--- config.mk ---
export PLATFORM = sky130hd
export DESIGN_NAME = stream_sum
export DESIGN_NICKNAME = d
export VERILOG_FILES = /design/src/rtl/stream_sum.sv
export SDC_FILE = /design/constraint.sdc
export NUM_CORES = 1
export LEC_CHECK = 0
export CAP_MARGIN = 5
export CORE_ASPECT_RATIO = 0.6
export CORE_MARGIN = 4
export CORE_UTILIZATION = 48
export CTS_CLUSTER_DIAMETER = 50
export DETAILED_ROUTE_END_ITERATION = 16
export GPL_TIMING_DRIVEN = 0
export PLACE_DENSITY = 0.87
export SKIP_CTS_REPAIR_TIMING = 1
export SYNTH_ARGS = -nofsm -noshare
export SYNTH_HDL_FRONTEND = slang
export SYNTH_SLANG_ARGS = --single-unit
--- constraint.sdc ---
create_clock -name clk -period 2.3 [get_ports clk]
set_input_delay 0.46 -clock clk [delete_from_list [all_inputs] [get_ports clk]]
set_output_delay 0.46 -clock clk [all_outputs]
set_load 0.02 [all_outputs]
--- src/rtl/stream_sum.sv ---
// stream_sum: accumulates a handshaked two's-complement stream into a wrapping sum and a saturating count.
module stream_sum #(
  parameter int N = 8
) (
  input  logic         clk,
  input  logic         nRST,
  input  logic         in_valid,
  output logic         in_ready,
  output logic         out_valid,
  input  logic         out_ready,
  input  logic [N-1:0] sIn,
  input  logic         sIn_valid,
  output logic         sIn_ready,
  input  logic         sIn_last,
  output logic [N-1:0] dOut,
  output logic [N-1:0] cOut
);
  localparam logic [1:0] IDLE    = 2'd0;
  localparam logic [1:0] COLLECT = 2'd1;
  localparam logic [1:0] DONE    = 2'd2;
  logic [1:0]   state_q, state_d;
  logic [N-1:0] acc_q, acc_d;
  logic [N-1:0] cnt_q, cnt_d;
  // Outputs are forced to their idle values while reset is held, not just after the edge.
  assign in_ready  = !nRST || state_q == IDLE;
  assign sIn_ready = nRST && state_q == COLLECT;
  assign out_valid = nRST && state_q == DONE;
  assign dOut      = nRST ? acc_q : '0;
  assign cOut      = nRST ? cnt_q : '0;
  always_comb begin
    state_d = (state_q == 2'd3) ? IDLE : state_q;
    acc_d   = acc_q;
    cnt_d   = cnt_q;
    if (in_valid && in_ready) begin
      acc_d   = '0;
      cnt_d   = '0;
      state_d = COLLECT;
    end
    if (sIn_valid && sIn_ready) begin
      acc_d   = acc_q + sIn;
      cnt_d   = (&cnt_q) ? cnt_q : cnt_q + N'(1);
      state_d = sIn_last ? DONE : state_d;
    end
    if (out_valid && out_ready) state_d = IDLE;
  end
  always_ff @(posedge clk) begin
    if (!nRST) begin
      state_q <= IDLE;
      acc_q   <= '0;
      cnt_q   <= '0;
    end else begin
      state_q <= state_d;
      acc_q   <= acc_d;
      cnt_q   <= cnt_d;
    end
  end
endmodule

# Word level (Yosys, flattened, before mapping)
# Index checks and enable logic that the tools add are counted.
# op_classes
n_reduce_logical	12
add_sub_neg	2
bitwise	1
muxes	10
eq_ne	4
# op_table
operator	n
8-bit 2-to-1 mux	6
8-bit by 1-bit adder with 8-bit output, second input constant	1
8-bit adder	1
2-bit 2-to-1 mux	4
8-bit AND reduction	1
1-bit logical AND	5
2-bit equality test, second input constant	2
2-bit by 1-bit equality test with 1-bit output, second input constant	1
2-bit logical NOT	1
2-bit != test, second input constant	1
2-bit AND reduction	1
2-bit nonzero test	1
2-bit OR reduction	1
1-bit logical NOT	1
1-bit logical OR	1
1-bit NOT	1
# word_totals
elab_cells	32
reg_bits	18
output_inout_bits	19

# Longest topological paths before layout
# depth
ltp_word	6
mapped_depth	7
ltp_nobuf	7

# Worst setup path after synthesis
# OpenSTA, ideal clock, no wires.
# synth_timing
path_kind	input -> register
from	input sIn[0]
to	register acc_q[6]
setup_ps	130
arrival_time_ps	1698
n_path_buf	0
stages	7
path_slack_ps	472
required_ps	2170
path_cell_list	ha_1 -> fa_1 -> a21oi_1 -> o21ai_0 -> a21oi_1 -> xor2_1 -> o22ai_1
# synth_via
elab_chain_len	2
# synth_lines
element	line	text
start: declaration	11	input logic [N-1:0] sIn,
8-bit adder	40	acc_d = acc_q + sIn;
8-bit 2-to-1 mux	39	if (sIn_valid && sIn_ready) begin
end signal: assignment	49	acc_q <= '0;
end signal: assignment	53	acc_q <= acc_d;
end: declaration	22	logic [N-1:0] acc_q, acc_d;
# No other way between the ends.
# A chain may end at the register's enable or synchronous reset.

# Worst setup path after layout
# Ends and elaborated chain as after synthesis.

==> metrics.md <==
| Metric | Value |
|---|---|
| Synth warnings | `0` |
| Clk_lat worst skew | `0.25 ns` |
| Worst Path Arrival | `2.27 ns` |
| Final worst path period need | `2.15 ns` |
| Peak VDD IR | `0.000224 V` |
| Share of layout cells above drive strength 1 | `10.7%` |
| Routed vias/inst | `5.54` |
| CP Class | `primary input to register` |
| CTS tree | `done` |
| Status | `finished clean` |
| Fin Clk Skew | `0.00513 ns` |
| Number of distinct library cells after synthesis | `38` |
| Avg Inst Size Synth | `8.57 um2` |
| RSZ-0062 raised after global routing | `false` |
| Post-DP HPWL | `2360 um` |
| Pin count of the biggest net entering global routing | `11` |
| Reg2reg path depth | `7` |
| Asr flop ratio synth | `0%` |
| Mapped Cells | `143` |
| Dominant synthesized flop cell | `dfxtp_1` |
| Sequential element share of the synthesized area | `29.4%` |
| Total global-route track usage | `18.8%` |
| Post-DRT Antenna Nets | `0` |
| 1st-iter DRT viols | `81` |
| Final-report hold violation count | `0` |
| Worst-margin pin slew | `0.356 ns` |
| Pins Over Slew Limit | `0` |
| Reg2reg end | `acc_q[6]$_SDFFE_PN0P_` |
| Core Area | `0.00229 mm2` |
| Routed WL | `3040 um` |
| Worst Path Required | `2.42 ns` |
| Nets | `203` |
| Final total power | `0.000696 W` |
| Relative slew slack | `76.3%` |
| Fillers | `171` |
| Most common cell after layout, fill and taps aside | `clkdlybuf4s50_1` |
| Fin Setup TNS | `0 ns` |
| Dpl ws | `-0.480 ns` |
| DP Area | `0.00158 mm2` |
| Clock Pin Slew Worst Setup and Hold Paths | `0.07 ns` |
| Setup WS post-layout | `0.148 ns` |
| Post-synth EDFFs | `0` |
| Final setup viols | `0` |
| Worst R2R Setup Slack | `0.47 ns` |
| Layout area overhead | `35.4%` |
| Yosys reg bits | `18` |
| Cell count of the worst hold path | `2` |
| Commonest non-fill, non-tap cells in the layout | `clkdlybuf4s50_1 (20), dfxtp_1 (18), nand2_1 (16)` |
| First-pass DRT Iterations | `5` |
| FF/Latch Area | `360 um2` |
| Die height | `47.1 um` |
| Post-synthesis net count | `166` |
| DRC | `0` |
| Vias after detailed routing | `1153` |
| Max Fclk | `0.465 GHz` |
| I/O Buffers | `32` |
| RePlAce Congestion | `0.875` |
| Io pins | `33` |
| CP endpoint kind | `register` |
| Final Cell Area | `0.00166 mm2` |
| Rows | `13` |
| H-Tree Depth | `1` |
| Routed wire length per instance | `14.6 um` |
| Initial antenna violation count | `0` |
| Reg2reg start | `acc_q[0]$_SDFFE_PN0P_` |
| Die ar. | `0.00345 mm2` |
| Clock Tree Root | `clkbuf_8` |
| Max-cap violations | `0` |
| Area occupied by multi-input gates | `778 um2` |
| Leak pwr | `0.917 nW` |
| Total CTS buffers | `3` |
| Initial Util | `53.4%` |
| Crit-path max FO | `3` |
| Hold Slack | `0.509 ns` |
| N_diodes | `0` |
| PwrDens | `420 mW/mm2` |
| Hold EP | `acc_q[7]$_SDFFE_PN0P_` |
| Vias in the first global route | `1160` |
| Total global routing overflow | `0` |
| Setup crit start kind | `primary input` |
| Post-Syn Area | `0.00122 mm2` |
| Clock tree buffer depth | `2` |
| Die width | `73.2 um` |
| First-pass GRT wire length | `4950 um` |
| Hold_sp | `acc_q[7]$_SDFFE_PN0P_` |
| Period utilization | `93.6%` |
| Sinks on Clock Net | `18` |
| Hold WC Path Type | `register to register` |
## stage by stage
step	cells	util (%)
4_1_cts	208	70.8
5_1_grt	208	72.3
3_5_place_dp	205	69.0
3_3_place_gp	205	69.0
6_report	208	72.3
2_1_floorplan	143	-
## worst max-delay path by stage
stage | startpoint | endpoint | slack [ns] | cells past startpoint
after global placement | nRST | sIn_ready | -0.48 | 6
after floorplan | sIn[0] | acc_q[6]$_SDFFE_PN0P_ | 0.47 | 7
after global routing | sIn[0] | acc_q[6]$_SDFFE_PN0P_ | 0.03 | 8
after detailed placement | nRST | cOut[2] | -0.48 | 5
after CTS | nRST | cOut[6] | -0.50 | 5
final | sIn[0] | acc_q[6]$_SDFFE_PN0P_ | 0.15 | 8
## cells by family (layout without fill, tap and decap cells)
kind of cell	Yosys count	count (layout)	synth area share [%]
AOI/OAI and AO/OA	34	34	19.8
xor gates and xnor gates	10	10	7.15
adders and majority gates	9	9	9.81
buffers and inverters	16	51	7.35
DFF	18	18	29.4
muxes	1	1	0.817
and+or+nand+nor	55	55	25.6
## layer usage
| metal | GRT usage, % | share of wire, % |
|---|---|---|
| met5 | 0 | 0 |
| met3 | 5.77 | 6.8 |
| met2 | 34.8 | 48 |
| met1 | 21.3 | 44 |
| met4 | 5.88 | 1.2 |
## synthesized netlist by cell type (2+ instances only)
master     n  area share [%]
xnor2_1    3             2.1
nor2_1     7             2.1
nand3_1    5             2.0
inv_1     11             3.4
nand2_1   16             4.9
o22ai_1    6             3.1
dfxtp_1   18              29
a21oi_1    7             2.9
buf_6      4             3.7
ha_1       8             8.2
and3_1     2             1.0
xor2_1     7             5.0
nand4_1    4             2.0
a211oi_1   2             1.2
o21bai_1   2             1.2
o21a_1     3             1.8
and2_1     9             4.6
o21ai_0    9             3.7
## cell type report
cell class / count / share of cell area [%]
multi-input combinational: 109 / 46.9
buffer: 5 / 3.02
timing repair buffer: 32 / 21.1
clock buffer: 3 / 2.49
inverter: 11 / 2.49
tap: 30 / 2.26
sequential: 18 / 21.7
## power by group
part	switching (W)	internal, W	total [W]
Combinational	0.0000779	0.0000759	0.000154
Sequential	0.00000687	0.000321	0.000327
Clock	0.0000992	0.000116	0.000215
Total	0.000184	0.000513	0.000696
## critical path, cell delays in order
cell             delay [ns]
clkdlybuf4s50_1        0.40
ha_1                   0.25
fa_1                   0.43
a21oi_2                0.16
o21ai_0                0.12
a21oi_1                0.21
xor2_1                 0.16
o22ai_1                0.07
## flip-flops by register name, indices dropped and copies added, names as in the netlist
register	cells
state_q	2
cnt_q	8
acc_q	8
Note: power is estimated with default switching activity, not from simulation.
